File: src/rtl/alu_pkg.sv
// Shared definitions for the bit-serial ALU sequencer: op encodings and FSM states.
package alu_pkg;

    localparam logic [1:0] ALU_OP_AND  = 2'd0;
    localparam logic [1:0] ALU_OP_OR   = 2'd1;
    localparam logic [1:0] ALU_OP_ADD  = 2'd2;
    localparam logic [1:0] ALU_OP_LESS = 2'd3;

    typedef enum logic [1:0] {
        ST_IDLE = 2'd0,
        ST_RUN  = 2'd1,
        ST_FIN  = 2'd2
    } state_t;

endpackage

File: src/rtl/alu_serial_slice.sv
// Combinational 1-bit ALU slice: optional operand inversion, full adder,
// and AND/OR/ADD/LESS result select. The set output is the raw adder sum.
module alu_serial_slice
    import alu_pkg::*;
(
    input  logic       a,
    input  logic       b,
    input  logic       a_invert,
    input  logic       b_invert,
    input  logic       ci,
    input  logic [1:0] op,
    input  logic       less,
    output logic       result,
    output logic       co,
    output logic       set
);

    logic ainv;
    logic binv;
    logic sum;

    // Slice datapath: invert, add, and select the per-op result bit
    always_comb begin
        ainv = a ^ a_invert;
        binv = b ^ b_invert;
        sum  = ainv ^ binv ^ ci;
        co   = (ainv & binv) | (ci & (ainv ^ binv));
        set  = sum;
        case (op)
            ALU_OP_AND: result = ainv & binv;
            ALU_OP_OR:  result = ainv | binv;
            ALU_OP_ADD: result = sum;
            default:    result = less;
        endcase
    end

endmodule

File: src/rtl/alu_serial_seq.sv
// Bit-serial ALU sequencer: one slice per clock, LSB first, registered carry.
// Optional macro ALU_SLT_OVF_FIX_EN: for LESS, result[0] = set ^ overflow
// (overflow-corrected signed compare); otherwise result[0] = raw set.
module alu_serial_seq
    import alu_pkg::*;
#(
    parameter int WIDTH = 32,
    parameter int CW    = $clog2(WIDTH)
) (
    input  logic             clk,
    input  logic             rst_n,
    input  logic             start,
    input  logic             a_invert,
    input  logic             b_invert,
    input  logic [1:0]       op,
    input  logic [WIDTH-1:0] a,
    input  logic [WIDTH-1:0] b,
    output logic             busy,
    output logic             done,
    output logic [WIDTH-1:0] result,
    output logic             zero,
    output logic             co,
    output logic             overflow
);

    state_t           state;
    state_t           state_nxt;

    logic [CW-1:0]    cnt;
    logic             carry;
    logic [WIDTH-1:0] sa;
    logic [WIDTH-1:0] sb;
    logic [WIDTH-1:0] rsr;
    logic             ai_q;
    logic             bi_q;
    logic [1:0]       op_q;
    logic             set_q;
    logic             co_q;
    logic             ovf_q;

    logic             load;
    logic             step;
    logic             last;
    logic             finish;
    logic [WIDTH-1:0] fin_result;

    logic             sl_result;
    logic             sl_co;
    logic             sl_set;

    alu_serial_slice u_slice (
        .a        (sa[0]),
        .b        (sb[0]),
        .a_invert (ai_q),
        .b_invert (bi_q),
        .ci       (carry),
        .op       (op_q),
        .less     (1'b0),
        .result   (sl_result),
        .co       (sl_co),
        .set      (sl_set)
    );

    // State register
    always_ff @(posedge clk or negedge rst_n) begin
        if (!rst_n) begin
            state <= ST_IDLE;
        end else begin
            state <= state_nxt;
        end
    end

    // Next-state logic
    always_comb begin
        state_nxt = state;
        case (state)
            ST_IDLE: if (start) state_nxt = ST_RUN;
            ST_RUN:  if (last)  state_nxt = ST_FIN;
            ST_FIN:  state_nxt = ST_IDLE;
            default: state_nxt = ST_IDLE;
        endcase
    end

    // Control strobes and the final result word assembled in FIN
    always_comb begin
        load       = (state == ST_IDLE) && start;
        step       = (state == ST_RUN);
        last       = step && (cnt == CW'(WIDTH - 1));
        finish     = (state == ST_FIN);
        fin_result = rsr;
        if (op_q == ALU_OP_LESS) begin
            fin_result = '0;
`ifdef ALU_SLT_OVF_FIX_EN
            fin_result[0] = set_q ^ ovf_q;
`else
            fin_result[0] = set_q;
`endif
        end
    end

    // Datapath: operand/result shift registers, carry, counter, output registers
    always_ff @(posedge clk or negedge rst_n) begin
        if (!rst_n) begin
            cnt      <= '0;
            carry    <= 1'b0;
            sa       <= '0;
            sb       <= '0;
            rsr      <= '0;
            ai_q     <= 1'b0;
            bi_q     <= 1'b0;
            op_q     <= ALU_OP_AND;
            set_q    <= 1'b0;
            co_q     <= 1'b0;
            ovf_q    <= 1'b0;
            busy     <= 1'b0;
            done     <= 1'b0;
            result   <= '0;
            zero     <= 1'b0;
            co       <= 1'b0;
            overflow <= 1'b0;
        end else begin
            // busy/done lag the state by one edge so done lands with the result
            busy <= (state != ST_IDLE);
            done <= finish;
            if (load) begin
                sa    <= a;
                sb    <= b;
                ai_q  <= a_invert;
                bi_q  <= b_invert;
                op_q  <= op;
                carry <= b_invert;
                cnt   <= '0;
            end
            if (step) begin
                sa    <= sa >> 1;
                sb    <= sb >> 1;
                rsr   <= {sl_result, rsr[WIDTH-1:1]};
                carry <= sl_co;
                if (last) begin
                    set_q <= sl_set;
                    co_q  <= sl_co;
                    ovf_q <= carry ^ sl_co;
                end else begin
                    cnt <= cnt + CW'(1);
                end
            end
            if (finish) begin
                cnt      <= '0;
                result   <= fin_result;
                zero     <= (fin_result == '0);
                co       <= co_q;
                overflow <= ovf_q;
            end
        end
    end

endmodule

File: config.mk
export PLATFORM = sky130hd
export DESIGN_NAME = alu_serial_seq
export DESIGN_NICKNAME = d
export VERILOG_FILES = /design/src/rtl/alu_pkg.sv /design/src/rtl/alu_serial_slice.sv /design/src/rtl/alu_serial_seq.sv
export SDC_FILE = /design/constraint.sdc
export NUM_CORES = 1
export LEC_CHECK = 0
export CAP_MARGIN = 15
export CORE_MARGIN = 2
export CORE_UTILIZATION = 50
export DETAILED_ROUTE_END_ITERATION = 6
export DONT_BUFFER_PORTS = 1
export GPL_ROUTABILITY_DRIVEN = 0
export SLEW_MARGIN = 20
export SYNTH_ARGS = -nofsm -noshare
export SYNTH_HDL_FRONTEND = slang
export SYNTH_SLANG_ARGS = --single-unit
File: constraint.sdc
create_clock -name clk -period 1.9 [get_ports clk]
set_input_delay 0.38 -clock clk [delete_from_list [all_inputs] [get_ports clk]]
set_output_delay 0.38 -clock clk [all_outputs]
set_load 0.05 [all_outputs]
==> results of run 1 <==
## metrics by stage
stage	std cells	hold slack [ns]
finish	843	-0.338
global route	843	-0.360
CTS	843	-0.355
detailed placement	811	0.0882
global placement	811	0.0882
floorplan	673	0.0844
## synth_stat cells, drive strengths merged (2+ instances only)
cell type / number
a21oi: 6
a22o: 31
a31oi: 62
buf: 37
clkbuf: 9
dfrtp: 148
ha: 4
inv: 6
nand2: 253
nand2b: 2
nand3: 4
nand4: 2
nor2: 71
nor2b: 2
nor3b: 2
nor4: 8
o211ai: 2
o21ai: 12
xor2: 2
## area by class of cell
type | count | area, um^2
clock buffer | 23 | 468
sequential | 148 | 3700
multi-input combinational | 473 | 2370
clock inverter | 9 | 151
inverter | 6 | 22.5
timing repair buffer | 12 | 165
tap | 172 | 215
fill | 1114 | 5470
## cell usage in the layout, fill, tap and decap left out, types with 2 or more instances in the layout
cell,Yosys,routed
nand4_1,2,2
a22o_1,31,31
clkbuf_8,0,2
o211ai_1,2,2
xor2_1,2,2
bufinv_16,0,4
buf_4,6,6
a31oi_1,52,52
clkbuf_16,0,17
a21oi_1,5,5
nand3_1,4,4
clkbuf_1,9,4
nand2_1,243,242
nand2_2,10,11
nor4_1,8,8
o21ai_0,12,12
nor3b_1,2,2
ha_1,4,3
buf_12,0,6
a31oi_2,10,10
dfrtp_1,148,148
inv_1,6,6
clkinv_2,0,3
nor2_1,70,70
## routing by layer
| layer | GRT usage [%] | up-vias |
|---|---|---|
| li1 | - | 2226 |
| met1 | 25.1 | 2187 |
| met2 | 30.3 | 104 |
| met3 | 6.49 | 18 |
| met4 | 7.61 | 0 |
| met5 | 0 | - |
## path summary, 6_finish.rpt
kind | slack [ns] | end | depth (start not counted)
worst max-delay path | 0.19 | cnt[3] | 7
worst min-delay path | -0.34 | rsr[3] | 0
worst max register to register | 0.19 | cnt[3] | 7
worst min register to register | 0.48 | co | 2
max in group asynchronous | 2.02 | cnt[1] | 0
min in group clk | 0.07 | op_q[1] | 2
## sequential cells by signal, indices dropped and copies added, names as in the netlist, 2 cells and up
register / count
cnt: 5
state: 2
sa: 32
result: 32
sb: 32
rsr: 32
op_q: 2
## repair_timing
action,in CTS,in global routing
buffers inserted,0,0
endpoints found under the hold margin,148,148
gates resized for setup,0,1
endpoints found under the setup margin,0,1
## where the power goes
part           total (mW)  internal (mW)  switching, mW
logic                3.29           1.36           1.94
clock network        3.47           2.26           1.21
registers            5.15           4.25          0.893
## cells by family (layout without fill, tap and decap cells)
kind of cell	count (synthesis)	in the layout
adder cells (fa/ha/maj)	5	5
flip-flops	148	148
AND/OR/NAND/NOR	348	348
buffers and inverters	52	50
AO/OA/AOI/OAI	116	116
XOR/XNOR	3	3
multiplexers	1	1
==> metrics.md, run 1 <==
| Metric | Value |
|---|---|
| Wire length on met1 | 5590 um |
| DP HPWL | 8190 um |
| Worst-path clk slew | 0.06 ns |
| Met2 Routed Length | approximately 6000 um |
| Reg-to-reg startpoint | cnt[0] |
| Synth Warn # | 0 |
| Drt pass-1 iters | 4 |
| Failing checks | negative hold slack |
| Final setup fails | 0 |
| Outcome | finished, violations left |
| CP peak stage delay | approximately 0.42 ns |
| Largest family of logic cells by synthesized area | simple AND/OR/NAND/NOR gates |
| Hold Crit Class | in -> async |
| Vias | around 4.5k |
| Pre-CTS setup slack | about 0.13 ns |
| Worst EP arrival | 2.03 ns |
| Die X-Extent | 117 um |
| DRT antenna net count | 0 |
| Number of flops mapped to enable cells by yosys | 0 |
| Worst endpoint required time | 2.22 ns |
| Flops & latches, synth | 148 |
| Worst setup EP type | register |
| Synth cell types | 35 |
| Top cells by area, synth | dfrtp_1 58%, nand2_1 14%, a31oi_1 5.1%, a22o_1 4.3%, nor2_1 4.1% |
| Post-Synth XOR/XNOR Area | 0.411% |
| RSZ-0062 raised after global routing | no |
| CTS Sinks | ~150 |
| Layout Utilization | 56.5% |
| Hold_ws | -0.338 ns |
| CP max stage cell | dfrtp_1 |
| Wire per inst | approximately 15 um |
| Insertion delay to the later sink of the worst-skew pair | between 0.4 and 0.5 ns |
| I/O pin cnt | 108 |
| Post-synthesis cell count | ~670 |
| Post-synthesis cell area | 6390 um^2 |
| Fraction of the mapped netlist area in simple logic gates | 21.9% |
| Layout cells sized above 1 | approximately a tenth |
| CP top delay family | simple AND/OR/NAND/NOR gates |
| CP cell instances | ha_1, and3_1, ha_2, nand4b_1, nor2_1, a21oi_1, o21ai_0 |
| Seq/Total Area, Yosys | between 50% and 60% |
| Compound-Gate Fraction of Synth Area | 13.4% |
| Final Power | 11.9 mW |
| PwrDens | 1680 nW/um^2 |
| Port Buf Inserts | 0 |
| Initial Util | between 50 and 60% |
| Vias per cell | 5.38 |
| Iter 0 DRT Violations | 300 |
| DP Area | between 6000 and 7000 um^2 |
| DRT Wirelength | ~12,000 um |
| Max Cap Viol | 0 |
| DRC viols | 0 |
| VDD IR-drop max | 708 uV |
| Slew headroom | approximately 65% |
| Fin worst setup slack | 0.190 ns |
| First-pass GRT wire length | 20,500 um |
| CTS tree | built |
| Vias in the first global route | 4,232 |
| Worst Skew | 0.00770 ns |
| Final TNS setup | 0 ns |
| Gr ovfl total | 0 |
| Maximum level of the CTS H-tree | 4 |
| TritonCTS buffer count | 17 |
| Worst slew pin tran | 0.522 ns |
| Ys async rst share | 100% |
| Initial antenna violation count | 0 |
| Top cell type's share of synthesized area | 58.0% |
| Fin. max-slew vios | 0 |
| Wire length on met3 | 696 um |
| Die Ht | 117 um |
| Tmin final | 1.71 ns |
| Crit path kind | reg -> reg |
| Worst setup path startpoint | cnt[0] |
| Die ar. | about 14,000 um^2 |
| Fin area | 7100 um^2 |
| Post-synth top area cell | dfrtp_1 |
| Uppermost layer routed | met4 |
| Ant diodes | 0 |
| Synth Area in Adders | 1.10% |
| # rows | 41 |
| Core area | between 10,000 and 15,000 um^2 |
| FMAX | 585 MHz |
| CP bufs+invs | 0 |
| Pin count of the biggest net entering global routing | 149 |
| Leak | 3.35 nW |
| Fin nets | 734 |
| Multiplexer area fraction after synthesis | 0.157% |
| Hold Violations, Final | about 150 |
| Synthesis-to-layout area growth | 11.2% |
| Syn_area_per_cell | 9.49 um^2 |
| Tcrit/Tclk final | 90.0% |
| Crit-path max FO | 8 |
| Worst-case clock buffer depth | 2 |
| Root Buffer | clkbuf_16 |
| Post-synth top flop | dfrtp_1 |
| Post-Syn Nets | 749 |
| GRT Resource Usage Total | 19.4% |
| Startpoint types | register |
No activity file was read; power rests on OpenSTA's default activity.
==> inputs of run 2 (changes only) <==
Settings changed: CAP_MARGIN 15 to not set, SYNTH_HIERARCHICAL set to 1.
==> run 2 against run 1 <==
The run ends with negative hold slack, negative setup slack left. Global-route usage down 0.95 points. Clock power shrank 8.1%. Count of clock-buffer cells in the layout increased by 2. Critical path type unchanged. Clock skew down 0.0028 ns.
==> metrics.md, run 2 <==
| Metric | Value |
|---|---|
| Die ar. | 13,600 um^2 (-0.42%) |
| Core area | 12,500 um^2 (-0.41%) |
| Worst endpoint required time | 2.21 ns (about the same) |
| Crit Reg-Reg Endpoint | rsr[31] |
| Worst-case clock buffer depth | 2 (unchanged) |
| Vias | 4,153 (-8.4%) |
| Die X-Extent | 117 um (-0.21%) |
| Post-synthesis cell area | 6360 um^2 (-0.43%) |
| Fin. max-slew vios | 0 (unchanged) |
| Syn_area_per_cell | 10.7 um^2 (+13%) |
| Hold Crit Class | in -> async |
| Worst slew pin tran | 0.525 ns (+0.00312 ns) |
| Worst EP arrival | 2.23 ns (+0.20 ns) |
| Reg-to-reg slack, setup | -0.02 ns (-0.21 ns) |
| First-pass GRT wire length | 19,500 um (-4.8%) |
| FILL cells | 1,119 (+0.45%) |
| Vias in the first global route | 4,000 (-5.5%) |
| Met2 Routed Length | 5520 um (-7.6%) |
| Placed Cells | 741 (-8.6%) |
| Number of flops mapped to enable cells by yosys | 0 (unchanged) |
| Post-synth top area cell | dfrtp_1 |
| CTS Sinks | 148 (unchanged) |
| Initial antenna violation count | 0 (unchanged) |
| Most common cell in the netlist | nand2_1 |
| Gr ovfl total | 0 (unchanged) |
| Post-synthesis cell count | 594 (-12%) |
| PwrDens | 1540 nW/um^2 (-8.1%) |
| Initial Util | 50.8% (about the same) |
| Fin worst setup slack | -0.0219 ns (-0.211 ns) |
| Slew headroom | 65.0% (-0.21 points) |
| GRT Resource Usage Total | 18.4% (-0.95 points) |
| Max Cap Viol | 0 (unchanged) |
| Synthesis-to-layout area growth | 11.3% |
| Failing checks | negative hold slack, negative setup slack |
| Insertion delay to the later sink of the worst-skew pair | 0.42 ns (about the same) |
| Fin nets | 670 (-8.7%) |
| Leak | 3.20 nW (-4.3%) |
| Uppermost layer routed | met4 |
| Worst Skew | 0.00489 ns (-0.00282 ns) |
| DP HPWL | 7710 um (-6.0%) |
| Final std cells w/o fill | 777 (-7.8%) |
| DRC viols | 0 (unchanged) |
| Pin count of the biggest net entering global routing | 149 (unchanged) |
| TritonCTS buffer count | 17 (unchanged) |
| R2R depth | 7 (unchanged) |
| Hold Violations, Final | 148 (unchanged) |
| Hold_ws | -0.340 ns (-0.00159 ns) |
| I/O pin cnt | 108 (unchanged) |
| Iter 0 DRT Violations | 282 (-6.0%) |
| Synth Warn # | 6 (+6) |
| VDD IR-drop max | 730 uV (+3.2%) |
| Post-Syn Nets | 670 (-11%) |
| FMAX | 520 MHz (-11%) |
| Highest-count cells in the layout ignoring fill and taps | 177 x nand2_1, 148 x dfrtp_1, 62 x mux2i_1 |
| Wire length on met3 | 869 um (+25%) |
| Startpoint types | register |
| Maximum level of the CTS H-tree | 4 (unchanged) |
| Tmin final | 1.92 ns (+0.211 ns) |
| # rows | 41 (unchanged) |
| Final setup fails | 1 (+1) |
| Worst setup EP type | register |
| Ant diodes | 0 (unchanged) |
| Layout Utilization | 56.5% (about the same) |
| Wire length on met1 | 5190 um (-7.1%) |
| Post-synth top flop | dfrtp_1 |
| Worst-path clk slew | 0.05 ns (about the same) |
| Synth cell types | 41 (+17%) |
| Outcome | finished, violations left |
| CTS tree | built |
| Ys async rst share | 100% (unchanged) |
| Synth cell count leaders | 177 x nand2_1, 148 x dfrtp_1, 62 x mux2i_1, 57 x o21ai_1, 31 x a22o_1 |
| Flops & latches, synth | 148 (unchanged) |
| Port Buf Inserts | 0 (unchanged) |
| Tcrit/Tclk final | 101% (+11 points) |
| Seq/Total Area, Yosys | 58.2% (+0.25 points) |
| Crit-path max FO | 2 (-6) |
| Die Ht | 117 um (-0.21%) |
| Vias per cell | 5.34 (-0.64%) |
| Most common cell after layout, fill and taps aside | nand2_1 |
| DRT antenna net count | 0 (unchanged) |
| Crit path kind | reg -> reg |
| Root Buffer | clkbuf_16 |
| DRT Wirelength | 11,800 um (-5.9%) |
| RSZ-0062 raised after global routing | yes |
| Layout cells sized above 1 | 9.26% (-0.73 points) |
| Drt pass-1 iters | 4 (unchanged) |
| Wire per inst | 15.1 um (+2.1%) |
| Top cells by area, synth | dfrtp_1 58%, nand2_1 10%, mux2i_1 9.8%, o21ai_1 4.5%, a22o_1 4.3% |
| Top cell type's share of synthesized area | 58.2% (+0.25 points) |
| Reg-to-reg startpoint | sb[0] |
run 2: how the worst max path moves through the flow:
stage               to   from  cells after the start
2_1_floorplan  rsr[31]   bi_q                      7
3_3_place_gp   rsr[31]   bi_q                      7
3_5_place_dp   rsr[31]   bi_q                      7
4_1_cts        rsr[31]  sb[0]                      7
5_1_grt        rsr[31]  sb[0]                      7
6_report       rsr[31]  sb[0]                      7
run 2: stage by stage:
stage               instance area [um^2]  setup TNS [ns]  worst slack [ns]  hold slack (ns)  power [mW]
floorplan                           6360               0            0.0731           0.0844        7.03
global placement                    6470               0            0.0331           0.0883        7.51
detailed placement                  6470         -0.0168           -0.0168           0.0883        7.66
CTS                                 7080        -0.00280          -0.00280           -0.359        11.1
global route                        7080          -0.107            -0.107           -0.368        11.7
finish                              7080         -0.0219           -0.0219           -0.340        10.9
run 2: repair_timing:
item	4_1_cts	5_1_grt
endpoints found under the setup margin	1	2
setup buffers	6	0
resized for setup	0	1
pin swaps	1	0
hold endpoints to repair	148	148
run 2: metal layers:
layer / vias to the layer above / track usage, %
li1: 2020 / -
met3: 15 / 7.88
met5: - / 0
met2: 100 / 27.8
met4: 0 / 7.06
met1: 2018 / 23.8
run 2: layout make-up:
cell class | count | area, um^2 | share of cell area (%)
Timing Repair Buffer | 19 | 180 | 2.55
Inverter | 9 | 33.8 | 0.477
Multi-Input combinational cell | 399 | 2380 | 33.7
Clock buffer | 25 | 485 | 6.86
Tap cell | 172 | 215 | 3.04
Clock inverter | 5 | 75.1 | 1.06
Sequential cell | 148 | 3700 | 52.3
run 2: kinds of logic (layout without fill, tap and decap cells):
family | count (synthesis) | in the layout | share of synthesized area [%]
buf+inv | 47 | 58 | 4.49
mux | 69 | 69 | 11.2
simple gates | 206 | 206 | 13.4
fa+ha+maj | 5 | 5 | 1.10
xor+xnor | 3 | 3 | 0.413
compound gates | 115 | 115 | 11.2
flops | 148 | 148 | 58.2
other cells | 1 | 1 | 0.0590
run 2: worst max-delay path, stage by stage, from the launching register on:
cell	delay, ns
dfrtp_1	0.38
xor2_1	0.21
inv_1	0.11
fa_1	0.51
inv_1	0.05
mux4_2	0.44
nand2_1	0.07
nand2_1	0.04
run 2: power breakdown:
group | internal (mW) | total (mW) | switching (mW) | leakage, nW
clock network | 2.02 | 3.19 | 1.17 | 0.277
registers | 4.10 | 4.96 | 0.855 | 1.96
logic | 1.30 | 2.77 | 1.47 | 0.964
